===== src/rtl/pid_seq.sv =====
// pid_seq: sequences P, D and I term computation for one error sample on a
// single shared 10x5 signed multiplier, then sums the terms into pid.
module pid_seq #(
  parameter logic signed [4:0] P_COEFF = 5'sh08,
  parameter logic signed [4:0] D_COEFF = 5'sh07,
  parameter int                D_DEPTH = 3
) (
  input  logic        clk,
  input  logic        rst_n,
  input  logic [9:0]  err_sat,
  input  logic        err_vld,
  input  logic        moving,
  output logic        busy,
  output logic [15:0] pid,
  output logic        pid_vld,
  output logic        ovr
);

  typedef enum logic [1:0] {IDLE = 2'd0, MUL_P = 2'd1, MUL_D = 2'd2, SUM = 2'd3} state_t;

  state_t state_q, state_d;

  logic signed [9:0]          err_q, prev_q;
  logic                       mov_q;
  logic [D_DEPTH-1:0][9:0]    dl_q;      // [0] newest accepted sample
  logic signed [14:0]         p_q, d_q;
  logic signed [17:0]         integ_q;
  logic signed [15:0]         pid_q;
  logic                       pid_vld_q, ovr_q;

  logic signed [9:0]  d_diff;
  logic signed [7:0]  sat8;
  logic signed [9:0]  mul_a;
  logic signed [4:0]  mul_b;
  logic signed [14:0] mul_y;
  logic signed [17:0] int_sum;
  logic               int_ovf;
  logic signed [11:0] i_term;
  logic signed [15:0] pid_sum;

  assign busy    = (state_q != IDLE);
  assign pid     = pid_q;
  assign pid_vld = pid_vld_q;
  assign ovr     = ovr_q;

  // Next-state: only IDLE waits, the rest of the sequence is fixed.
  always_comb begin
    state_d = state_q;
    case (state_q)
      IDLE:    if (err_vld) state_d = MUL_P;
      MUL_P:   state_d = MUL_D;
      MUL_D:   state_d = SUM;
      SUM:     state_d = IDLE;
      default: state_d = IDLE;
    endcase
  end

  // Datapath: derivative saturation, shared multiplier, integrator add, final sum.
  always_comb begin
    d_diff = err_q - prev_q;
    if (d_diff > 10'sd127)       sat8 = 8'sd127;
    else if (d_diff < -10'sd128) sat8 = -8'sd128;
    else                         sat8 = d_diff[7:0];
    // One multiplier: operand A/B pair selected by the step being computed.
    mul_a   = (state_q == MUL_D) ? 10'(sat8) : err_q;
    mul_b   = (state_q == MUL_D) ? D_COEFF   : P_COEFF;
    mul_y   = 15'(mul_a) * 15'(mul_b);
    int_sum = integ_q + 18'(err_q);
    // Same-sign addends producing a different-sign sum means wraparound.
    int_ovf = (integ_q[17] == err_q[9]) && (int_sum[17] != integ_q[17]);
    i_term  = integ_q[17:6];
    pid_sum = 16'(p_q) + 16'(i_term) + 16'(d_q);
  end

  // State register.
  always_ff @(posedge clk) begin
    if (!rst_n) state_q <= IDLE;
    else        state_q <= state_d;
  end

  // Sample capture, delay line, term registers, integrator and outputs.
  always_ff @(posedge clk) begin
    if (!rst_n) begin
      err_q     <= '0;
      prev_q    <= '0;
      mov_q     <= 1'b0;
      dl_q      <= '0;
      p_q       <= '0;
      d_q       <= '0;
      integ_q   <= '0;
      pid_q     <= '0;
      pid_vld_q <= 1'b0;
      ovr_q     <= 1'b0;
    end else begin
      pid_vld_q <= 1'b0;
      ovr_q     <= err_vld && busy;
      case (state_q)
        IDLE: if (err_vld) begin
          err_q  <= err_sat;
          mov_q  <= moving;
          prev_q <= dl_q[D_DEPTH-1];
          for (int i = D_DEPTH-1; i > 0; i--) dl_q[i] <= dl_q[i-1];
          dl_q[0] <= err_sat;
        end
        MUL_P: p_q <= mul_y;
        MUL_D: begin
          d_q <= mul_y;
          if (!mov_q)       integ_q <= '0;
          else if (!int_ovf) integ_q <= int_sum;
        end
        SUM: begin
          pid_q     <= pid_sum;
          pid_vld_q <= 1'b1;
        end
        default: ;
      endcase
    end
  end

endmodule


===== config.mk =====
export PLATFORM = sky130hd
export DESIGN_NAME = pid_seq
export DESIGN_NICKNAME = d
export VERILOG_FILES = /design/src/rtl/pid_seq.sv
export SDC_FILE = /design/constraint.sdc
export NUM_CORES = 1
export LEC_CHECK = 0
export BUFFER_PORTS_ARGS = -buffer_cell sky130_fd_sc_hd__clkbuf_2
export CAP_MARGIN = 5
export CORE_MARGIN = 3
export CORE_UTILIZATION = 30
export DETAILED_ROUTE_END_ITERATION = 7
export GPL_TIMING_DRIVEN = 0
export PLACE_DENSITY = 0.51
export SYNTH_ARGS = -nofsm -noshare
export SYNTH_HDL_FRONTEND = slang
export SYNTH_SLANG_ARGS = --single-unit

===== constraint.sdc =====
create_clock -name clk -period 9.22 [get_ports clk]
set_input_delay 1.844 -clock clk [delete_from_list [all_inputs] [get_ports clk]]
set_output_delay 1.844 -clock clk [all_outputs]
set_load 0.02 [all_outputs]

==> Yosys cells after proc, flatten, opt, wreduce, memory -nomap -nowiden <==
Cells that the tools add are included.
{ "classes": {"mux": 9, "mul": 1, "n_addsub": 4, "eq_ne": 7, "magnitude_cmp": 2, "reduce_logical": 6} }
{ "ops": {"columns": ["op", "n"], "rows": [
  ["$mux 18", 2],
  ["$add 18x10->18", 1],
  ["$add 15x12->16", 1],
  ["$add 16x15->16", 1],
  ["$mux 8", 2],
  ["$mul 10x5->15", 1],
  ["$gt 10x8->1 const B", 1],
  ["$lt 10x8->1 const B", 1],
  ["$mux 10", 1],
  ["$sub 10x10->10", 1],
  ["$pmux 2 s4", 1],
  ["$eq 2x2->1 const B", 2],
  ["$mux 4", 1],
  ["$ne 2x2->1 const B", 2],
  ["$reduce_and 2->1", 2],
  ["$eq 2x1->1 const B", 1],
  ["$logic_and 1x1->1", 2],
  ["$logic_not 2->1", 1],
  ["$mux 2", 1],
  ["$reduce_bool 2->1", 1],
  ["$eq 1x1->1", 1],
  ["$mux 1", 1],
  ["$ne 1x1->1", 1]
]} }
{ "totals": {"ff_bits": 109, "inputBits": 14} }

==> Logic depth before layout (Yosys ltp) <==
Gate-level depths: netlist (run 1).
{ "depth": {"depth_word": 6, "mapped_depth": 21} }

==> Worst setup path after synthesis (run 1) <==
Ideal clock, no wire load.
{ "synth_timing": {"path_type": "reg2reg", "start": "register, netlist name dl_q[0]", "end": "register p_q[14]", "slack_ns": 4.234, "arrival_ns": 4.901, "path_stages_with_launch": 20, "required_time_ns": 9.134, "synth_period_minus_slack_ns": 4.986, "path_buffers": 0, "cell_sequence": "dfxtp_1 inv_1 ha_1 fa_1 nor2b_1 o2111ai_1 and3_1 o32a_1 a211oi_1 o21ai_0 fa_1 fa_1 inv_1 ha_1 o21a_1 nor2_1 a311oi_1 o41a_1 o2111a_1 a211oi_1"} }
{ "synth_lines": {"columns": ["item", "line", "rtl"], "rows": [
  ["to (signal assigned)", "105", "MUL_P: p_q <= mul_y;"],
  ["to (decl)", "26", "logic signed [14:0] p_q, d_q;"]
]} }

==> reports/metrics.yaml, run 1 <==
startpoint_type: "flip-flop"
synth.largest_area_cell: "dfxtp_1"
crit_fanout: 6
dpl.hpwl_um: 16180
n_fill_cell: 2697
ys_seq_area_share_pct: 28.05
grtUsageTotal_pct: 15.25
postCtsSetupBuffers: 0
fin_nets: 1067
crit_slowest_cell: "fa_1"
layout_commonest_cell: "nand2_1"
clk_latency_ps: 350
crit_path_frequent_cell: "fa_1"
syn_inst: 916
vdd_drop_max_mv: 0.09935
synth_cell_types: 82
leakagePower_nw: 3.603
path_clk_slew_ps: 70
ys_ff_latch: 109
hold_viol: 0
hold_end: "prev_q[4]$_SDFFE_PN0P_"
crit_family: "adder cells"
via_count: 6578
use_met1_pct: 21.54
internal_power_mw: 1.250
antenna_found_initial: 0
slew_viol_final: 0
final_cell_mix: "nand2_1 (129), dfxtp_1 (109), a21oi_1 (81), ha_1 (64), inv_1 (63)"
rows: 58
period_minus_slack_ps: 5593
reg2reg_slack_ps: 3630
hold_class: "flip-flop to flip-flop"
yosys_warnings: 0
post_synth.cell_area_avg_um2: 8.492
grt_max_degree: 18
top_level_ports: 33
grt_busiest_layer: "met2"
diodes: 0
rr_startpoint: "dl_q[0]$_SDFFE_PN0P_"
grt_pass1_wl_um: 34710
use_met2_pct: 25.32
gp_congestion: 0.8135
vias_per_cell: 5.080
worst_r2r_path_depth: 19
async_flop_share_pct: 0
grt-ovfl-total: 0
cts_sinks: 109
synth_edf_count: 0
cts_tree: "done"
hold-path-cell-count: 2
grtUsageMet3_pct: 2.421
drt_pass1_iterations: 5
fin_skew_ps: 7.917
synth_top_area_share_pct: 28.05
ys.flop_type: "dfxtp_1"
fin_crit_sh_pct: 60.67
postCtsHoldBufs: 0
fmax_mhz: 178.8
timing.rr.end: "d_q[14]$_SDFFE_PN0P_"
synthTopCellsByArea: "dfxtp_1 (28%), ha_1 (10%), fa_1 (7.5%), nand2_1 (6.2%), a21oi_1 (5.2%)"
critical_path_arrival_ps: 5810
ant_nets: 0
switchingPower_mw: 0.9979
grt_pass1_vias: 6426
powerDensity_mw_per_mm2: 259.3
worstPathCellList: "inv_1 -> ha_1 -> fa_1 -> nor2b_1 -> o2111ai_1 -> and3_1 -> o32a_1 -> a211oi_1 -> o21ai_0 -> fa_1 -> fa_1 -> inv_1 -> ha_1 -> o21a_1 -> nor2_1 -> a311oi_1 -> o41a_1 -> xnor2_1 -> a21oi_1"
drtIter0Drc: 312
cts_resized: 0
p_clk_share_pct: 18.7
area_growth_pct: 11.45
port_buffers: 31
outcome: "finished clean"
start_util_pct: 30.71
setup_viol: 0
routed_wl_um: 21010
design.core.area_mm2: 0.02533
cp_slowest_stage_delay_ps: 570
wl_per_cell_um: 16.22
endpoint_kind: "flip-flop"
drive_gt1_share_pct: 8.808
crit_required_ps: 9430
die_area_mm2: 0.02790
die_w_um: 167.0
power_frac_comb_pct: 54.4
seq_power_share_pct: 26.9
cts_root_buf: "clkbuf_16"
fin_hold_ws_ps: 453.2
rsz0062_at_grt: "no"
max-cap-violations: 0
slew_headroom_pct: 43.41
drc: 0
syn_area_mm2: 0.007779
crit_type: "flip-flop to flip-flop"
finalSetupTns_ps: 0
worst_pin_slew_ps: 848.8
path_buf_inv: 2
clock_path_buffers: 2
die_h_um: 167.0
cts_buffers: 9
hp-start: "prev_q[4]$_SDFFE_PN0P_"
p_sw_share_pct: 44.40
h-tree-depth: 3
==> cells in the mapped netlist (8+ instances only) <==
cell type  number
mux2i_1        28
xnor2_1        17
xor2_1         10
nor2_1         51
a211oi_1        9
nor3_1         15
a21oi_1        81
dfxtp_1       109
o21ai_0        28
nor2b_1        15
fa_1           29
a21o_1         12
nand3_1        22
and2_1          8
o21a_1         15
ha_1           64
a31oi_1        10
inv_1          63
clkbuf_1       30
o211ai_1       10
and3_1         10
nand2_1       129
==> metrics by stage <==
| step | instance area (µm²) | power, mW | utilization (%) | cells | setup slack, ps |
|---|---|---|---|---|---|
| floorplan | 7786 | 1.534 | - | 918 | 4234 |
| global placement | 8354 | 1.828 | 32.99 | 1279 | 3652 |
| detailed placement | 8354 | 1.829 | 32.99 | 1279 | 3595 |
| CTS | 8670 | 2.262 | 34.23 | 1295 | 3572 |
| global route | 8670 | 2.449 | 34.23 | 1295 | 3180 |
| finish | 8670 | 2.248 | 34.23 | 1295 | 3627 |
==> cell families (layout without fill, tap and decap cells) <==
group                      count (synthesis)  count (layout)  synth area share [%]
and+or+nand+nor                          293             293                 17.92
AOI/OAI and AO/OA                        256             256                 23.90
DFF                                      109             109                 28.05
buffers and inverters                    107             154                 5.421
adders and majority gates                 93              93                 17.76
xor gates and xnor gates                  28              28                 3.249
muxes                                     28              28                 3.603
other                                      2               4               0.09655
==> metal layers <==
layer	routed length (µm)	part of all wire (%)
met1	10720	51
met2	9479	45
met3	670	3.2
met4	134	0.64
met5	0	0
==> how the worst max path moves through the flow <==
| stage | from | to | slack, ps | cells past startpoint |
|---|---|---|---|---|
| floorplan | dl_q[0]$_SDFFE_PN0P_ | p_q[14]$_SDFFE_PN0N_ | 4230 | 19 |
| global placement | dl_q[0]$_SDFFE_PN0P_ | d_q[14]$_SDFFE_PN0P_ | 3650 | 19 |
| detailed placement | dl_q[0]$_SDFFE_PN0P_ | d_q[14]$_SDFFE_PN0P_ | 3600 | 19 |
| CTS | dl_q[0]$_SDFFE_PN0P_ | d_q[14]$_SDFFE_PN0P_ | 3570 | 19 |
| global route | dl_q[0]$_SDFFE_PN0P_ | p_q[14]$_SDFFE_PN0N_ | 3180 | 19 |
| finish | dl_q[0]$_SDFFE_PN0P_ | d_q[14]$_SDFFE_PN0P_ | 3630 | 19 |
==> cell type report <==
type	instances	area (µm²)	area share, %
buffer	42	177.7	2.049
clock buffer	10	229.0	2.641
clock inverter	6	86.33	0.9958
inverter	65	244.0	2.814
multi-input combinational	702	5182	59.78
sequential	109	2182	25.17
tap	330	412.9	4.763
timing repair buffer	31	155.1	1.790
==> sequential cells by signal (all words and copies together) (netlist names) <==
register and count:
prev_q 10, dl_q 30, d_q 15, pid_vld 1
p_q 15, mov_q 1, ovr 1, integ_q 18
pid 16, state_q 2
==> power groups by stage <==
stage,Clock (mW),Sequential [mW],Combinational (mW)
global placement,0,0.616,1.21
global route,0.447,0.616,1.39
floorplan,0,0.599,0.935
detailed placement,0,0.617,1.21
finish,0.420,0.605,1.22
CTS,0.432,0.607,1.22
==> worst reg2reg max path: stages, from the launching register on <==
cell and delay, ps:
dfxtp_1 460, inv_1 80, ha_1 220, fa_1 420
nor2b_1 180, o2111ai_1 190, and3_1 260, o32a_1 370
a211oi_1 370, o21ai_0 260, fa_1 570, fa_1 510
inv_1 40, ha_1 370, o21a_1 200, nor2_1 120
a311oi_1 100, o41a_1 470, xnor2_1 180, a21oi_1 90
(Power assumes the default switching activity.)
==> run 2: changes to the inputs <==
==> constraint.sdc (replaced) <==
create_clock -name clk -period 5.8 [get_ports clk]
set_input_delay 1.16 -clock clk [delete_from_list [all_inputs] [get_ports clk]]
set_output_delay 1.16 -clock clk [all_outputs]
set_load 0.02 [all_outputs]
==> run 2 against run 1 <==
Net effect: power up 60%; clock-buffer cell count unchanged; combinational power up 61%; design area up 0.33%; critical path depth unchanged; core utilization up 0.11 points; fmax up 2.7%; worst setup slack worse by 3300 ps; non-clock buffer count unchanged; largest power group unchanged.
==> reports/metrics.yaml, run 2 (synthesis gave the netlist of run 1 again) <==
fmax_mhz: 183.5
layout_commonest_cell: "nand2_1"
regMostFlops: "dl_q"
die_h_um: 167.0
largest_reg_flops: 30
use_met2_pct: 25.32
register_area_mm2: 0.002183
top_level_ports: 33
grt_max_degree: 18
n_fill_cell: 2695
internal_power_mw: 1.996
multi_input_comb_area_mm2: 0.005210
dpl.hpwl_um: 16180
slew_headroom_pct: 43.77
drive_gt1_share_pct: 9.223
port_buffers: 31
grtUsageMet3_pct: 2.421
cts_resized: 0
crit_type: "flip-flop to flip-flop"
outcome: "finished clean"
start_util_pct: 30.71
finalSetupTns_ps: 0
switchingPower_mw: 1.603
crit_fanout: 9
grt-ovfl-total: 0
slew_viol_final: 0
fin_crit_sh_pct: 93.94
vdd_drop_max_mv: 0.1576
die_area_mm2: 0.02790
use_met1_pct: 21.54
grtUsageTotal_pct: 15.25
hold_viol: 0
cts_buffers: 9
critical_path_arrival_ps: 5660
drtIter0Drc: 319
clk_latency_ps: 360
fin_nets: 1067
worst_pin_slew_ps: 843.5
vias_per_cell: 5.081
endpoint_kind: "flip-flop"
postCtsSetupBuffers: 0
p_total_mw: 3.599
place_ws_ps: 175.2
period_minus_slack_ps: 5449
routed_wl_um: 21090
final_cell_mix: "nand2_1 (129), dfxtp_1 (108), a21oi_1 (81), ha_1 (64), inv_1 (63)"
drt_pass1_iterations: 5
seq_power_share_pct: 26.8
cts_tree: "done"
h-tree-depth: 3
ant_nets: 0
cts_root_buf: "clkbuf_16"
design_area_mm2: 0.008698
placed_cell_area_mm2: 0.008354
power_frac_comb_pct: 54.6
path_clk_slew_ps: 70
rows: 58
fin_skew_ps: 8.411
area_growth_pct: 11.82
setup_ws_ps: 351.5
diodes: 0
postCtsHoldBufs: 0
gp_congestion: 0.8135
design.core.area_mm2: 0.02533
hold_class: "flip-flop to flip-flop"
crit_required_ps: 6020
powerDensity_mw_per_mm2: 413.7
via_count: 6580
rsz0062_at_grt: "no"
drc: 0
p_sw_share_pct: 44.54
clock_path_buffers: 2
setup_viol: 0
p_clk_share_pct: 18.7
grt_pass1_vias: 6426
grt_pass1_wl_um: 34710
grt_busiest_layer: "met2"
wl_per_cell_um: 16.28
startpoint_type: "flip-flop"
leakagePower_nw: 3.600
cts_sinks: 109
die_w_um: 167.0
antenna_found_initial: 0
max-cap-violations: 0
==> run 2: cell counts in the layout (fill, tap and decap cells not counted) <==
Identical to the previous run, type by type.
==> run 2: path summary, 6_finish.rpt <==
path	cells after the start	end	from	slack, ps
worst max-delay path	19	d_q[14]$_SDFFE_PN0P_	dl_q[7]$_SDFFE_PN0P_	350
worst min-delay path	2	prev_q[4]$_SDFFE_PN0P_	prev_q[4]$_SDFFE_PN0P_	450
worst max register to register	19	d_q[14]$_SDFFE_PN0P_	dl_q[7]$_SDFFE_PN0P_	350
worst min register to register	2	prev_q[4]$_SDFFE_PN0P_	prev_q[4]$_SDFFE_PN0P_	450
==> run 2: power groups by stage <==
stage	Combinational (mW)	Sequential (mW)	Clock, mW
2_1_floorplan	1.49	0.952	0
3_3_place_gp	1.93	0.979	0
3_5_place_dp	1.93	0.981	0
4_1_cts	1.94	0.965	0.687
5_1_grt	2.23	0.980	0.710
6_report	1.96	0.963	0.671
==> run 2: area by class of cell <==
type	count	share of cell area, %
Sequential cell	109	25.10
Inverter	65	2.805
Timing Repair Buffer	31	1.784
Buffer	42	2.043
Clock inverter	6	0.9925
Tap cell	330	4.747
Multi-Input combinational cell	702	59.90
Clock buffer	10	2.632
==> run 2: worst max-delay path, stage by stage, from the launching register on <==
cell and delay, ps:
dfxtp_1 630, ha_1 320, buf_2 170, o21ai_1 190, nor3b_1 420, or2_4 250, o221ai_1 230, o211ai_1 250
a21oi_1 180, ha_1 320, inv_1 50, fa_1 490, inv_1 50, ha_1 330, nor2b_1 160, o31ai_2 330
a311oi_2 210, o41a_1 460, xnor2_1 180, a21oi_1 90
==> run 2: through the flow <==
step | hold slack, ps | instances | utilization (%)
2_1_floorplan | 432.1 | 918 | -
4_1_cts | 455.2 | 1295 | 34.23
6_report | 453.2 | 1295 | 34.34
3_5_place_dp | 446.8 | 1279 | 32.99
5_1_grt | 470.7 | 1295 | 34.34
3_3_place_gp | 441.3 | 1279 | 32.99
==> run 2: metal layers <==
metal	vias to the layer above	wire [µm]
met5	-	0
met4	0	144
met3	11	560
met2	94	9557
met1	3125	10820
li1	3350	-
==> run 3: changes to the inputs <==
--- a/config.mk
+++ b/config.mk
@@ -7,11 +7,11 @@
 export LEC_CHECK = 0
 export BUFFER_PORTS_ARGS = -buffer_cell sky130_fd_sc_hd__clkbuf_2
 export CAP_MARGIN = 5
-export CORE_MARGIN = 3
-export CORE_UTILIZATION = 30
+export CORE_MARGIN = 1.5
+export CORE_UTILIZATION = 25
 export DETAILED_ROUTE_END_ITERATION = 7
 export GPL_TIMING_DRIVEN = 0
-export PLACE_DENSITY = 0.51
+export PLACE_DENSITY = 0.46
 export SYNTH_ARGS = -nofsm -noshare
 export SYNTH_HDL_FRONTEND = slang
 export SYNTH_SLANG_ARGS = --single-unit
==> constraint.sdc (replaced) <==
create_clock -name clk -period 4.7 [get_ports clk]
set_input_delay 0.94 -clock clk [delete_from_list [all_inputs] [get_ports clk]]
set_output_delay 0.94 -clock clk [all_outputs]
set_load 0.02 [all_outputs]
==> run 3 against run 2 <==
Net effect: the run now ends with setup timing left; wire length is 5.9% higher; sequential cell count stayed put; fmax is 14% higher; largest power group unchanged; die area is 15% higher; power is 43% higher; critical path depth is 3 higher; clock-buffer cell count is 1 lower; clock power is 18% higher; combinational power is 60% higher; global-route usage is 1.0 points lower.
==> reports/metrics.yaml, run 3 (synthesis gave the netlist of run 1 again) <==
h-tree-depth: 3
internal_power_mw: 2.789
port_buffers: 31
grt_pass1_wl_um: 35720
grt_pass1_vias: 6646
wl_per_cell_um: 16.08
leakagePower_nw: 3.832
cts_root_buf: "clkbuf_16"
grt_max_degree: 22
fin_hold_ws_ps: 451.4
path_clk_slew_ps: 90
vias_per_cell: 4.790
period_minus_slack_ps: 4800
finalSetupTns_ps: -364.4
p_clk_share_pct: 15.5
diodes: 0
drt_pass1_iterations: 5
die_w_um: 179.4
routed_wl_um: 22320
setup_viol: 6
critical_path_arrival_ps: 5030
cts_tree: "done"
dpl.hpwl_um: 16830
reg2reg_slack_ps: -100
hold_viol: 0
clock_path_buffers: 2
crit_required_ps: 4930
fin_skew_ps: 23.64
worst_r2r_path_depth: 22
seq_power_share_pct: 23.2
drive_gt1_share_pct: 19.76
drc: 0
hold_class: "flip-flop to flip-flop"
use_met1_pct: 19.80
design.core.area_mm2: 0.03059
vdd_drop_max_mv: 0.2530
cts_sinks: 109
design_area_mm2: 0.009582
grtUsageTotal_pct: 14.24
fin_crit_sh_pct: 102.1
rows: 64
start_util_pct: 25.43
setup_ws_ps: -99.87
die_h_um: 179.4
grt-ovfl-total: 0
area_growth_pct: 23.18
power_frac_comb_pct: 61.3
crit_fanout: 4
outcome: "finished, violations left"
hold-path-cell-count: 2
startpoint_type: "flip-flop"
p_sw_share_pct: 45.63
crit_type: "flip-flop to flip-flop"
slew_viol_final: 0
placedCellCount: 1345
fin_nets: 1094
clk_latency_ps: 370
cts_buffers: 9
place_ws_ps: -671.3
slew_headroom_pct: 42.82
grt_busiest_layer: "met2"
die_area_mm2: 0.03218
p_total_mw: 5.129
endpoint_kind: "flip-flop"
grtUsageMet3_pct: 2.025
postCtsHoldBufs: 0
gp_congestion: 0.7988
regMostFlops: "dl_q"
antenna_found_initial: 0
violations: "setup timing"
final_cell_mix: "nand2_1 (129), dfxtp_1 (99), a21oi_1 (73), inv_1 (57)"
switchingPower_mw: 2.341
largest_reg_flops: 30
fmax_mhz: 208.3
layout_commonest_cell: "nand2_1"
finalNonFillerCells: 1388
powerDensity_mw_per_mm2: 535.3
rsz0062_at_grt: "yes"
ant_nets: 0
via_count: 6649
drtIter0Drc: 280
top_level_ports: 33
max-cap-violations: 0
placed_cell_area_mm2: 0.008492
use_met2_pct: 23.81
fin_util_pct: 31.32
worst_pin_slew_ps: 857.7
run 3: cell count changes in the layout (fill, tap and decap cells not counted), sizes merged:
| cell | previous run | this run |
|---|---|---|
| clkinv | 4 | 7 |
| bufinv | 2 | 0 |
| clkinvlp | 1 | 0 |
| buf | 12 | 39 |
| clkbuf | 71 | 70 |
| inv | 64 | 65 |
run 3: power groups by stage:
stage	clock, mW	sequential, mW	combinational [mW]
final	0.794	1.19	3.14
after CTS	0.819	1.19	2.92
after global routing	0.854	1.22	3.47
after floorplan	0	1.18	1.89
after detailed placement	0	1.21	2.47
after global placement	0	1.21	2.48
run 3: final timing paths:
check | endpoint | start
worst max-delay path | p_q[14]$_SDFFE_PN0N_ | dl_q[0]$_SDFFE_PN0P_
worst min-delay path | prev_q[1]$_SDFFE_PN0P_ | dl_q[21]$_SDFFE_PN0P_
worst max register to register | p_q[14]$_SDFFE_PN0N_ | dl_q[0]$_SDFFE_PN0P_
worst min register to register | prev_q[1]$_SDFFE_PN0P_ | dl_q[21]$_SDFFE_PN0P_
run 3: timing repair:
item | in CTS | in global routing
gates resized for setup | 68 | 54
endpoints found under the setup margin | 20 | 18
setup buffers | 19 | 9
pin swaps | 35 | 40
cloned | 1 | 0
run 3: worst max-delay path: stages, from the launching register on:
cell	delay, ps
dfxtp_4	370
inv_2	40
ha_4	150
fa_2	360
nor2b_4	150
o2111ai_4	150
and3_4	210
buf_6	110
nor4_4	240
buf_4	180
o31ai_4	90
buf_6	170
a31oi_4	190
ha_4	230
fa_1	520
inv_2	50
fa_2	390
nor2b_4	150
o31ai_4	80
a311oi_2	310
o41a_1	260
o2111a_1	230
a211oi_2	50
run 3: area by class of cell:
class                      instances  area, µm²
buffer                            41      173.9
clock buffer                       9      225.2
clock inverter                     7      78.83
fill                            3258      21010
inverter                          65      244.0
multi-input combinational        702       5767
sequential                       109       2210
tap                              396      495.5
timing repair buffer              59      387.9
run 3: metal layers:
| metal | share of wire, % | vias up |
|---|---|---|
| met5 | 0 | - |
| met4 | 0.73 | 0 |
| met3 | 2.5 | 11 |
| met2 | 46 | 73 |
| met1 | 51 | 3165 |
| li1 | - | 3400 |
